$ cat config.mk
export PLATFORM = sky130hd
export DESIGN_NAME = vend_client
export DESIGN_NICKNAME = d
export VERILOG_FILES = /design/src/rtl/vend_client.sv
export SDC_FILE = /design/constraint.sdc
export NUM_CORES = 1
export LEC_CHECK = 0
export ABC_AREA = 1
export BUFFER_PORTS_ARGS = -buffer_cell sky130_fd_sc_hd__buf_2
export CORE_MARGIN = 10
export CORE_UTILIZATION = 40
export DETAILED_ROUTE_END_ITERATION = 8
export SETUP_SLACK_MARGIN = 0.15
export SYNTH_ARGS = -nofsm -noshare
export SYNTH_HDL_FRONTEND = slang
export SYNTH_SLANG_ARGS = --single-unit
$ cat constraint.sdc
create_clock -name clk -period 4.67 [get_ports clk]
set_input_delay 0.2335 -clock clk [delete_from_list [all_inputs] [get_ports clk]]
set_output_delay 0.2335 -clock clk [all_outputs]
set_load 0.05 [all_outputs]
$ cat src/rtl/vend_client.sv
// -----------------------------------------------------------------------------
// vend_client
//   Customer-side controller for a beverage dispenser. It collects coins into
//   a saturating credit balance. It validates a purchase against the price of
//   the chosen beverage. It strobes the dispenser and then waits for delivery
//   or a timeout. On a good delivery the returned change becomes the new
//   balance.
//
// Optional feature:
//   VEND_CLIENT_CHANGE_CHECK_EN - when defined, the returned change is checked
//   against (money - price). A mismatch still loads the change into the
//   balance, but it raises err/err_code=3 instead of done.
//
// Parameters:
//   PRICE1..PRICE3 - beverage prices in money units
//   REQ_HOLD       - cycles the selection strobe is held (1..15)
//   TIMEOUT        - WAIT cycles before the purchase is abandoned (1..255)
//
// Ports:
//   clk, rst                 - clock (rising edge), async active-high reset
//   coin_valid, coin_value   - one-cycle deposit strobe and amount
//   buy_req, buy_sel         - one-cycle purchase strobe and beverage (1..3)
//   money                    - credit presented to the dispenser
//   inbev1..3                - selection strobes to the dispenser
//   outbev1..3, change       - delivery indications and returned change
//   balance                  - current customer credit
//   busy, done, err          - purchase active / success pulse / failure pulse
//   err_code                 - 1 insufficient/invalid, 2 timeout, 3 wrong bev
//                              or bad change; holds until the next error
// -----------------------------------------------------------------------------
module vend_client #(
  parameter int PRICE1   = 150,
  parameter int PRICE2   = 175,
  parameter int PRICE3   = 200,
  parameter int REQ_HOLD = 2,
  parameter int TIMEOUT  = 16
) (
  input  logic       clk,
  input  logic       rst,
  input  logic       coin_valid,
  input  logic [9:0] coin_value,
  input  logic       buy_req,
  input  logic [1:0] buy_sel,
  output logic [9:0] money,
  output logic       inbev1,
  output logic       inbev2,
  output logic       inbev3,
  input  logic       outbev1,
  input  logic       outbev2,
  input  logic       outbev3,
  input  logic [9:0] change,
  output logic [9:0] balance,
  output logic       busy,
  output logic       done,
  output logic       err,
  output logic [1:0] err_code
);

  typedef enum logic [1:0] {IDLE, REQ, WAIT, DONE} state_t;

  state_t      state_reg, state_next;
  logic [9:0]  balance_reg, balance_next;
  logic [9:0]  money_reg, money_next;
  logic [1:0]  sel_reg, sel_next;
  logic [3:0]  hold_cnt_reg, hold_cnt_next;
  logic [7:0]  wait_cnt_reg, wait_cnt_next;
  logic [9:0]  change_reg, change_next;
  logic        done_reg, done_next;
  logic        err_reg, err_next;
  logic [1:0]  err_code_reg, err_code_next;

  logic [10:0] coin_sum;
  logic [3:0]  outbev_vec;
  logic [3:0]  sel_onehot;
  logic        bev_match;
  logic        bev_wrong;
  logic [3:1]  inbev_vec;

  function automatic logic [9:0] price_of(input logic [1:0] s);
    case (s)
      2'd1:    price_of = 10'(PRICE1);
      2'd2:    price_of = 10'(PRICE2);
      2'd3:    price_of = 10'(PRICE3);
      default: price_of = 10'd0;
    endcase
  endfunction

  assign coin_sum   = {1'b0, balance_reg} + {1'b0, coin_value};

  // Bit 0 is a dummy slot, so sel_reg can index the vector directly.
  assign outbev_vec = {outbev3, outbev2, outbev1, 1'b0};
  assign sel_onehot = 4'b0001 << sel_reg;
  assign bev_match  = |(outbev_vec & sel_onehot);
  assign bev_wrong  = |(outbev_vec & ~sel_onehot);

  // ---------------------------------------------------------------------------
  // State register
  // ---------------------------------------------------------------------------
  always_ff @(posedge clk or posedge rst) begin
    if (rst) begin
      state_reg    <= IDLE;
      balance_reg  <= '0;
      money_reg    <= '0;
      sel_reg      <= '0;
      hold_cnt_reg <= '0;
      wait_cnt_reg <= '0;
      change_reg   <= '0;
      done_reg     <= 1'b0;
      err_reg      <= 1'b0;
      err_code_reg <= '0;
    end else begin
      state_reg    <= state_next;
      balance_reg  <= balance_next;
      money_reg    <= money_next;
      sel_reg      <= sel_next;
      hold_cnt_reg <= hold_cnt_next;
      wait_cnt_reg <= wait_cnt_next;
      change_reg   <= change_next;
      done_reg     <= done_next;
      err_reg      <= err_next;
      err_code_reg <= err_code_next;
    end
  end

  // ---------------------------------------------------------------------------
  // Next-state logic
  // ---------------------------------------------------------------------------
  always_comb begin
    state_next    = state_reg;
    balance_next  = balance_reg;
    money_next    = money_reg;
    sel_next      = sel_reg;
    hold_cnt_next = hold_cnt_reg;
    wait_cnt_next = wait_cnt_reg;
    change_next   = change_reg;
    done_next     = 1'b0;
    err_next      = 1'b0;
    err_code_next = err_code_reg;

    case (state_reg)
      IDLE: begin
        money_next    = '0;
        hold_cnt_next = '0;
        wait_cnt_next = '0;
        if (coin_valid) begin
          balance_next = coin_sum[10] ? 10'h3FF : coin_sum[9:0];
        end
        // The buy is judged on the balance before this cycle's coin, but the
        // coin above is still credited.
        if (buy_req) begin
          if ((buy_sel != 2'd0) && (balance_reg >= price_of(buy_sel))) begin
            sel_next   = buy_sel;
            money_next = balance_reg;
            state_next = REQ;
          end else begin
            err_next      = 1'b1;
            err_code_next = 2'd1;
          end
        end
      end

      REQ: begin
        if (hold_cnt_reg == 4'(REQ_HOLD - 1)) begin
          hold_cnt_next = '0;
          state_next    = WAIT;
        end else begin
          hold_cnt_next = hold_cnt_reg + 4'd1;
        end
      end

      WAIT: begin
        // A delivery of the wrong beverage outranks a matching indication.
        if (bev_wrong) begin
          err_next      = 1'b1;
          err_code_next = 2'd3;
          money_next    = '0;
          state_next    = IDLE;
        end else if (bev_match) begin
          change_next = change;
          state_next  = DONE;
        end else if (wait_cnt_reg == 8'(TIMEOUT - 1)) begin
          err_next      = 1'b1;
          err_code_next = 2'd2;
          money_next    = '0;
          state_next    = IDLE;
        end else begin
          wait_cnt_next = wait_cnt_reg + 8'd1;
        end
      end

      DONE: begin
        balance_next = change_reg;
        money_next   = '0;
        state_next   = IDLE;
`ifdef VEND_CLIENT_CHANGE_CHECK_EN
        if (change_reg != (money_reg - price_of(sel_reg))) begin
          err_next      = 1'b1;
          err_code_next = 2'd3;
        end else begin
          done_next = 1'b1;
        end
`else
        done_next = 1'b1;
`endif
      end

      default: state_next = IDLE;
    endcase
  end

  // ---------------------------------------------------------------------------
  // Outputs
  // ---------------------------------------------------------------------------
  genvar gi;
  generate
    for (gi = 1; gi <= 3; gi++) begin : g_inbev
      assign inbev_vec[gi] = (state_reg == REQ) && (sel_reg == 2'(gi));
    end
  endgenerate

  assign inbev1   = inbev_vec[1];
  assign inbev2   = inbev_vec[2];
  assign inbev3   = inbev_vec[3];
  assign money    = (state_reg == IDLE) ? 10'd0 : money_reg;
  assign balance  = balance_reg;
  assign busy     = (state_reg != IDLE);
  assign done     = done_reg;
  assign err      = err_reg;
  assign err_code = err_code_reg;

endmodule

After elaboration in Yosys (flattened, before gate mapping). Cells that the tools add are included.

Register bits after elaboration: 50. Input port bits: 29. Output and inout bits: 28. Word-level logic and storage cells: 100.

Add/sub/neg operators: 3. Magnitude comparators: 1. Equality and inequality tests: 22. Shift-type cells: 1. Mux-type cells: 39. Bitwise gates (word level): 4. Reduce and logical (&&, ||, !) cells: 20.

Operators with widths (count): 2-to-1 mux 10 bit (10); one-hot mux 10 bit (3 select lines) (1); 2-to-1 mux 8 bit (3); one-hot mux 8 bit (3 select lines) (1); 2-to-1 mux 2 bit (11); one-hot mux 10 bit (2 select lines) (1); != test 2 bit, second input constant (8); one-hot mux 8 bit (2 select lines) (1); == test 2 bit, second input constant (6); adder 10 x 10 -> 11 bit (1); greater-or-equal comparator 10 bit (1); nonzero test 2 bit (5); AND reduction 3 bit (3); adder 8 x 1 -> 8 bit, second input constant (1); bitwise AND 4 bit (2); == test 8 x 4 -> 1 bit, second input constant (1); one-hot mux 2 bit (4 select lines) (1); one-hot mux 4 bit (2 select lines) (1); AND reduction 4 bit (2); OR reduction 4 bit (2); == test 2 x 1 -> 1 bit, second input constant (3); 2-to-1 mux 1 bit (6); != test 3 bit, second input constant (2); AND reduction 5 bit (1); other kinds (13) (16).

Logic depth before layout (Yosys ltp). Gate-level depths: netlist of run 1.

Depth after elaboration: 9. Mapped depth: 14. Mapped depth without buffers: 14.

Worst setup path after synthesis of run 1. Ideal clock, no wire load.

Path type: register to register. From: register balance_reg[0] (netlist: balance[0]). To: register balance_reg[6] (netlist: balance[6]). Library setup time: 66 ps. Data arrival time: 2020 ps. Required time: 4604 ps. Setup slack: 2584 ps. Stages on the path, launching flop included: 13. Buffers on the path: 0. Period minus slack after synthesis: 2086 ps. Cells stage by stage: dfrtp_1 ha_1 inv_1 fa_1 inv_1 nand2_1 nand3_1 nand2_1 nand2_1 nand2_1 nand2_1 nand3_1 nand2_1.

Longest elaborated chain between the ends: 4.

RTL lines: start: declaration (line 62) `logic [9:0] balance_reg, balance_next;`; start signal: assignment (line 113) `balance_reg <= balance_next;`; adder 10 x 10 -> 11 bit (line 88) `assign coin_sum = {1'b0, balance_reg} + {1'b0, coin_value};`; 2-to-1 mux 10 bit (line 146) `balance_next = coin_sum[10] ? 10'h3FF : coin_sum[9:0];`; 2-to-1 mux 10 bit (line 145) `if (coin_valid) begin`; one-hot mux 10 bit (2 select lines) (line 140) `case (state_reg)`.

No other way between the ends. The select of a mux whose other input is x is not followed. A chain may end at the register's enable or synchronous reset.

Worst setup path after layout of run 1.
From: register state_reg[1]. To: register money_reg[0].

Longest elaborated chain between the ends: 3. Elaborated cells between the ends (all ways): 8. Classes of those cells: 4 x eq/ne; 1 x mux; 3 x reduce/logical.

RTL lines: start: declaration (line 61) `state_t state_reg, state_next;`; start signal: assignment (line 112) `state_reg <= state_next;`; == test 2 bit / logical NOT 2 bit (equally long branches) (line 140); != test 3 bit (no line) / nonzero test 3 bit (equally long branches); AND reduction 3 bit (no line); end signal: assignment (line 114) `money_reg <= money_next;`; end: declaration (line 63) `logic [9:0] money_reg, money_next;`.

Parallel ways exist; a longest one is shown, timed or not.

==> metrics.txt, run 1 <==
status=finished, final reports clean; Power, Total=2.46 mW; layout cell share with drive strength beyond 1=17.1%; critical-path cell list=inv_2, nor2_8, nand2_1, inv_2, nand2_4, nand3_1, nand2_1, o21ai_1; core area=8180 µm²; clk_lat worst skew=0.31 ns; mux cell area share after synthesis=2.01%; GRT met3 Usage=3.06%; drt first pass iters=4; Remaining DRCs=0; gr busiest metal=met2; Syn Std Cell Area=3360 µm²; Crit-path slowest cell=dfrtp_1; Slew headroom=30.8%; unrepaired setup endpoints after global routing=false; max-slew violations=0; Num CTS Buffers=5; Syn Inst Count=461; Synth Flop Type=dfrtp_1; final hold viol count=0; Ports=57; DP HPWL=6.48 mm; die area=12500 µm²; CTS Buffer Depth=2; largest family of logic cells by synthesized area=simple AND/OR/NAND/NOR gates; worst-path fanout max=20; WL/cell=13.0 µm; Remaining Overflow, GRT=0; initial antenna violation count=0; first-iteration detailed-routing DRC count=96; delay-heaviest family, CP=simple AND/OR/NAND/NOR gates; vias in the first global route=2870; # diodes=0; # setup viols final=0; CTS tree=yes; die height=112 µm; Post-Syn Area per Cell=7.29 µm²; Synth Area in Adders=9.91%; Tot GR Track Use=12.5%; Setup WS post-layout=2.55 ns; Hold Crit Class=in -> reg; critical path class=reg -> reg; largest net degree at the start of global routing=51; Syn Nets=516; library cells used by synthesis=32; crit end category=flip-flop; register area share after synthesis=37.2%; Max Fclk=472 MHz; Worst Path Required=4.84 ns; Critical Path AT=2.29 ns; effective utilization at floorplan=41.1%; pre-CTS worst setup slack=2.49 ns; root buffer cell=clkbuf_8; ANT nets after route=0; via count=2897; Synth Warn #=0; Worst-Margin Slew=1.04 ns; Post-synth ARST share=100%; EDFF count, synth=0; leak pwr=2.14 nW; Placer Congestion=0.849; crit path launch type=flip-flop; IO Port Bufs=56; Power Density=643 nW/µm²; Worst path max stage delay=0.56 ns; Synth Register Bits=50; final wirelength=8.04 mm; GR Util met2=20.8%; simple logic cell fraction of the synthesized area=31.3%; Avg Vias per Cell=4.67; compound-gate portion of the synthesized area=7.45%; Final Skew=0.0104 ns; maximum VDD drop=0.000319 V; first-pass GRT wire length=13.5 mm; Clock Sinks=50; # Post-CTS Setup Buffers=0; Fin Setup TNS=0 ns; share of the cycle needed by the critical path after routing=45.4%; Chip Width=112 µm; XOR/XNOR Fraction of Synth Area=2.35%; met1 usage=16.2%; crit path time final=2.12 ns; nets@finish=569; Max-Cap Viols=0; number of H-tree levels=2; crit path buf inv count=2; hold-fix buffers at CTS=0; filler instances=857; clock-pin slew on the worst setup and hold paths=0.10 ns; row count=33; area grow syn2layout=14.0%; post-CTS sizing=0
final timing paths:
path / startpoint / endpoint / slack [ns] / depth (start not counted)
setup / recovery: state_reg[1] / money_reg[0] / 2.55 / 8
hold / removal: change[1] / change_reg[1] / 0.13 / 2
setup reg to reg: state_reg[1] / money_reg[0] / 2.55 / 8
hold reg to reg: money_reg[4] / money_reg[4] / 0.49 / 2
max in group asynchronous: rst / money_reg[0] / 3.85 / 2
min in group asynchronous: rst / done / 0.16 / 2
cell usage in the layout (no fill, tap or decap), drive strengths merged, types with 2 or more instances in the layout:
cell	synthesis	routed
buf	4	56
or2	12	12
nand3	33	33
a21oi	12	12
xor2	5	5
o22ai	4	4
ha	25	25
inv	74	74
mux2	6	6
nand4	17	17
nand2	125	125
dfrtp	50	50
xnor2	4	4
o21ai	27	27
o21bai	2	2
clkbuf	6	7
clkinv	1	2
nor2	49	49
layer usage:
metal	up-vias	routed length, µm
met2	52	3680
met4	0	57
met3	6	373
li1	1565	-
met1	1274	3930
met5	-	0
cells by family after synthesis:
family | after synthesis
compound gates | 47
buf+inv | 85
mux | 6
simple gates | 238
fa+ha+maj | 26
flops | 50
xor+xnor | 9
final cells by class:
| class | count | area [µm²] | share of cell area [%] |
|---|---|---|---|
| clock inverter | 1 | 8.76 | 0.229 |
| clock buffer | 7 | 96.3 | 2.51 |
| multi-input combinational | 326 | 1780 | 46.5 |
| tap | 105 | 131 | 3.43 |
| sequential | 50 | 1250 | 32.7 |
| timing repair buffer | 56 | 280 | 7.32 |
| inverter | 75 | 282 | 7.35 |
power by group:
part           switching, mW  leakage (nW)  internal, mW
Clock                  0.152        0.0544         0.136
Combinational           1.01          1.45         0.431
Sequential             0.160         0.637         0.573
Total                   1.32          2.14          1.14
cells in the mapped netlist (2+ instances only):
cell,instances,area share (%)
nand4_1,16,3.0
xor2_1,5,1.3
buf_2,3,0.45
o21ai_0,14,2.1
mux2_1,6,2.0
o21bai_1,2,0.45
clkbuf_1,6,0.67
nand2_1,123,14
dfrtp_1,50,37
inv_1,69,7.7
nor2_1,47,5.3
ha_1,25,9.3
or2_2,12,2.2
a21oi_1,12,1.8
inv_2,5,0.56
o21ai_1,13,1.9
xnor2_1,4,1.0
o22ai_1,4,0.74
nand3_1,32,4.8
per-stage QoR:
step	std cells	hold WS [ns]	utilization, %	cell area [µm²]
after floorplan	461	0.365	-	3360
after global placement	612	0.447	45.6	3730
after detailed placement	612	0.451	45.6	3730
after CTS	620	0.125	46.9	3830
after global routing	620	0.130	46.9	3830
final	620	0.128	46.9	3830
Note: power is estimated with default switching activity, not from simulation.
==> run 2, diff against run 1 <==
- clock period: 4.67 -> 2.2 ns (I/O delays scaled with it)
==> metrics.txt, run 2 (synthesis results as in run 1) <==
crit path time final=1.89 ns (-0.234 ns); Crit path top cell by count=nand2_1; row count=33 (unchanged); effective utilization at floorplan=41.1% (unchanged); number of H-tree levels=2 (unchanged); die area=12500 µm² (unchanged); final wirelength=8.39 mm (+4.4%); # diodes=0 (unchanged); unrepaired setup endpoints after global routing=false; filler instances=857 (unchanged); crit path buf inv count=0 (-2); CTS Buffer Depth=2 (unchanged); clk_lat worst skew=0.30 ns (about the same); Critical Path AT=2.08 ns (-0.21 ns); largest net degree at the start of global routing=23 (-55%); max-slew violations=0 (unchanged); status=finished, final reports clean; WL/cell=13.3 µm (+2.6%); Remaining Overflow, GRT=0 (unchanged); die height=112 µm (unchanged); critical path class=reg -> reg; most frequent cells in the layout=nand2_1, inv_1, buf_2; Clock Sinks=50 (unchanged); most common cell after layout, fill and taps aside=nand2_1; Max-Cap Viols=0 (unchanged); leak pwr=2.20 nW (+2.8%); IO Port Bufs=56 (unchanged); final hold viol count=0 (unchanged); area grow syn2layout=17.5%; DP Cell Count=623 (+1.8%); Fin Setup TNS=0 ns (unchanged); worst-path fanout max=5 (-75%); via count=3036 (+4.8%); vias in the first global route=3058 (+6.6%); crit path launch type=flip-flop; critical-path cell list=ha_1, a21oi_1, nor2_1, nor2_1, nand2_1, nand2_1, nand3_1, nand2_1, nand2_1; WHS=0.0150 ns (-0.113 ns); crit end category=flip-flop; layout cell share with drive strength beyond 1=19.6% (+2.5 points); # setup viols final=0 (unchanged); clock-pin slew on the worst setup and hold paths=0.09 ns (about the same); Hold Crit Class=in -> reg; core area=8180 µm² (unchanged); Tot GR Track Use=13.5% (+0.96 points); drt first pass iters=4 (unchanged); fin cells=631 (+1.8%); Worst Path Required=2.39 ns (-2.45 ns); maximum VDD drop=0.000906 V (+180%); first-pass GRT wire length=14.4 mm (+6.8%); Chip Width=112 µm (unchanged); CTS tree=yes; root buffer cell=clkbuf_8; Placer Congestion=0.885 (+4.3%); Worst-Margin Slew=0.562 ns (-0.474 ns); DP HPWL=6.81 mm (+5.0%); first-iteration detailed-routing DRC count=112 (+17%); Crit-path slowest cell=dfrtp_1; Slew headroom=62.5% (+32 points); Num CTS Buffers=5 (unchanged); nets@finish=581 (+2.1%); initial antenna violation count=0 (unchanged); Remaining DRCs=0 (unchanged); Worst path max stage delay=0.47 ns (-0.09 ns); Power Density=1390 nW/µm² (+120%); Max Fclk=530 MHz (+12%); ANT nets after route=0 (unchanged); Avg Vias per Cell=4.81 (+3.0%); Ports=57 (unchanged); Final Skew=0.0118 ns (+0.00137 ns); delay-heaviest family, CP=simple AND/OR/NAND/NOR gates; share of the cycle needed by the critical path after routing=85.7% (+40 points)
[run 2: path summary, 6_finish.rpt]
| check | endpoint | slack [ns] | from | depth (start not counted) |
|---|---|---|---|---|
| min in group asynchronous | wait_cnt_reg[1] | 0.40 | rst | 3 |
| min reg2reg | change_reg[1] | 0.49 | change_reg[1] | 1 |
| min | change_reg[4] | 0.01 | change[4] | 2 |
| max reg2reg | balance[7] | 0.31 | balance[4] | 9 |
| max in group asynchronous | money_reg[4] | 1.17 | rst | 4 |
| max | balance[7] | 0.31 | balance[4] | 9 |
[run 2: area by class of cell]
class,instances,area [µm²],area share [%]
repair buffers,68,373,9.44
clock buffers,6,82.6,2.09
clock inverters,1,30.0,0.760
flip-flops and latches,50,1250,31.7
inverters,75,282,7.13
well taps,105,131,3.33
multi-input cells,326,1800,45.5
[run 2: through the flow]
| stage | util [%] | area, µm² | power, mW | worst slack (ns) |
|---|---|---|---|---|
| after floorplan | - | 3360 | 3.94 | 0.224 |
| after global placement | 46.6 | 3810 | 4.78 | 0.269 |
| after detailed placement | 46.6 | 3810 | 4.81 | 0.246 |
| after CTS | 48.1 | 3930 | 5.49 | 0.236 |
| after global routing | 48.3 | 3950 | 6.02 | 0.155 |
| final | 48.3 | 3950 | 5.48 | 0.314 |
[run 2: power breakdown]
part / leakage [nW] / switching (mW) / internal [mW]
Combinational: 1.51 / 2.27 / 1.04
Clock: 0.0573 / 0.300 / 0.364
Sequential: 0.636 / 0.296 / 1.22
[run 2: timing repair]
item	4_1_cts	5_1_grt
gates resized for setup	0	6
setup endpoints to repair	0	9
setup buffers	0	0
hold buffers	1	0
endpoints found under the hold margin	20	0
[run 2: routing by layer]
metal | track usage [%] | up-vias | part of all wire [%]
li1 | - | 1589 | -
met1 | 17.3 | 1361 | 48
met2 | 22.1 | 69 | 46
met3 | 3.17 | 17 | 4.5
met4 | 3.77 | 0 | 1.9
met5 | 0 | - | 0
[run 2: worst reg2reg max path, delay by kind of cell, from the launching register on]
family,cells,cell delay [ns]
flops,1,0.47
fa+ha+maj,1,0.39
compound gates,1,0.36
simple gates,7,0.56
==> run 3, diff against run 2 <==
==> constraint.sdc (replaced) <==
create_clock -name clk -period 2.2 [get_ports clk]
set_input_delay 0.11 -clock clk [delete_from_list [all_inputs] [get_ports clk]]
set_output_delay 0.11 -clock clk [all_outputs]
set_load 0.1 [all_outputs]
==> metrics.txt, run 3 (synthesis results as in run 1) <==
status=finished, final reports clean; fin cells=626 (-0.79%); CTS tree=yes; initial antenna violation count=0 (unchanged); Chip Width=112 µm (unchanged); Max Fclk=532 MHz (+0.37%); unrepaired setup endpoints after global routing=false; # setup viols final=0 (unchanged); effective utilization at floorplan=41.1% (unchanged); Power, Total=6.17 mW (+12%); DP Cell Count=617 (-0.96%); drt first pass iters=4 (unchanged); post-CTS sizing=0 (unchanged); core area=8180 µm² (unchanged); Crit-path slowest cell=dfrtp_1; # diodes=0 (unchanged); Crit path top cell by count=nor2_1; max-slew violations=0 (unchanged); Fin Setup TNS=0 ns (unchanged); IO Port Bufs=56 (unchanged); critical path class=reg -> out; leak pwr=2.17 nW (-1.3%); Remaining Overflow, GRT=0 (unchanged); Setup WS post-layout=0.321 ns (+0.00691 ns); WL/cell=13.1 µm (-1.8%); Avg Vias per Cell=4.80 (-0.16%); Clock Sinks=50 (unchanged); Placer Congestion=0.867 (-2.1%); Num CTS Buffers=5 (unchanged); nets@finish=575 (-1.0%); layout cell share with drive strength beyond 1=20.0% (+0.38 points); die height=112 µm (unchanged); first-iteration detailed-routing DRC count=72 (-36%); share of the cycle needed by the critical path after routing=85.4% (-0.31 points); maximum VDD drop=0.00132 V (+46%); CTS Buffer Depth=2 (unchanged); critical-path cell list=buf_4, nor2_1, inv_1, nor2_1, buf_2; most frequent cells in the layout=nand2_1, inv_1, buf_2; final wirelength=8.17 mm (-2.6%); Remaining DRCs=0 (unchanged); WHS=0.0133 ns (-0.00172 ns); Worst Path Required=2.09 ns (-0.30 ns); die area=12500 µm² (unchanged); clock-pin slew on the worst setup and hold paths=0.10 ns (about the same); final hold viol count=0 (unchanged); crit path launch type=flip-flop; Worst-Margin Slew=0.627 ns (+0.0651 ns); DP HPWL=6.68 mm (-1.8%); crit end category=output port; Max-Cap Viols=0 (unchanged); Final Skew=0.00747 ns (-0.00428 ns); Hold Crit Class=in -> reg; Ports=57 (unchanged); area grow syn2layout=17.1%; most common cell after layout, fill and taps aside=nand2_1; first-pass GRT wire length=13.9 mm (-3.3%); row count=33 (unchanged); Critical Path AT=1.77 ns (-0.31 ns); Slew headroom=58.1% (-4.3 points); ANT nets after route=0 (unchanged); clk_lat worst skew=0.30 ns (about the same); Power Density=1570 nW/µm² (+13%); number of H-tree levels=2 (unchanged); root buffer cell=clkbuf_8; crit path time final=1.88 ns (-0.00691 ns); Tot GR Track Use=12.9% (-0.56 points); Worst path max stage delay=0.45 ns (-0.02 ns); worst-path fanout max=11 (+6); vias in the first global route=2985 (-2.4%); pre-CTS worst setup slack=0.335 ns (+0.0888 ns); via count=3007 (-0.96%); largest net degree at the start of global routing=29 (+26%)
-- run 3: final timing paths --
path                          startpoint             to  slack, ns  depth (start not counted)
max                         state_reg[1]         inbev1       0.32                          5
max reg2reg                   balance[0]     balance[4]       0.35                         12
min                            change[1]  change_reg[1]       0.01                          2
min in group asynchronous            rst           done       0.42                          3
max in group asynchronous            rst   money_reg[9]       1.23                          4
min reg2reg                change_reg[2]  change_reg[2]       0.49                          1
-- run 3: what timing repair did --
item                                   4_1_cts  5_1_grt
endpoints found under the hold margin       27        0
hold buffers                                 1        0
setup buffers                                0        0
-- run 3: layer usage --
layer / track usage, % / up-vias / routed length [µm]
li1: - / 1578 / -
met5: 0 / - / 0
met1: 16.6 / 1364 / 3980
met3: 2.52 / 6 / 309
met2: 21.5 / 59 / 3780
met4: 3.68 / 0 / 108
-- run 3: layout make-up --
cell class              instances  area (µm²)
clock buffers                   6        82.6
flip-flops and latches         50        1260
repair buffers                 62         340
clock inverters                 2        38.8
fillers                       850        4240
well taps                     105         131
inverters                      75         282
multi-input cells             326        1800
-- run 3: per-stage QoR --
step	instance area, µm²	utilization [%]
finish	3930	48.1
global route	3930	48.1
CTS	3930	48.1
detailed placement	3800	46.5
global placement	3800	46.5
floorplan	3390	-
-- run 3: report_power, final --
part / total, mW / internal, mW / switching (mW)
registers: 1.56 / 1.23 / 0.326
clock network: 0.692 / 0.375 / 0.317
logic: 3.92 / 0.977 / 2.94
total: 6.17 / 2.58 / 3.58
-- run 3: critical path: cells and delay by family, from the launching register on --
kind / cells / cell delay [ns]
buffers and inverters: 3 / 0.77
AND/OR/NAND/NOR: 2 / 0.25
flip-flops: 1 / 0.45
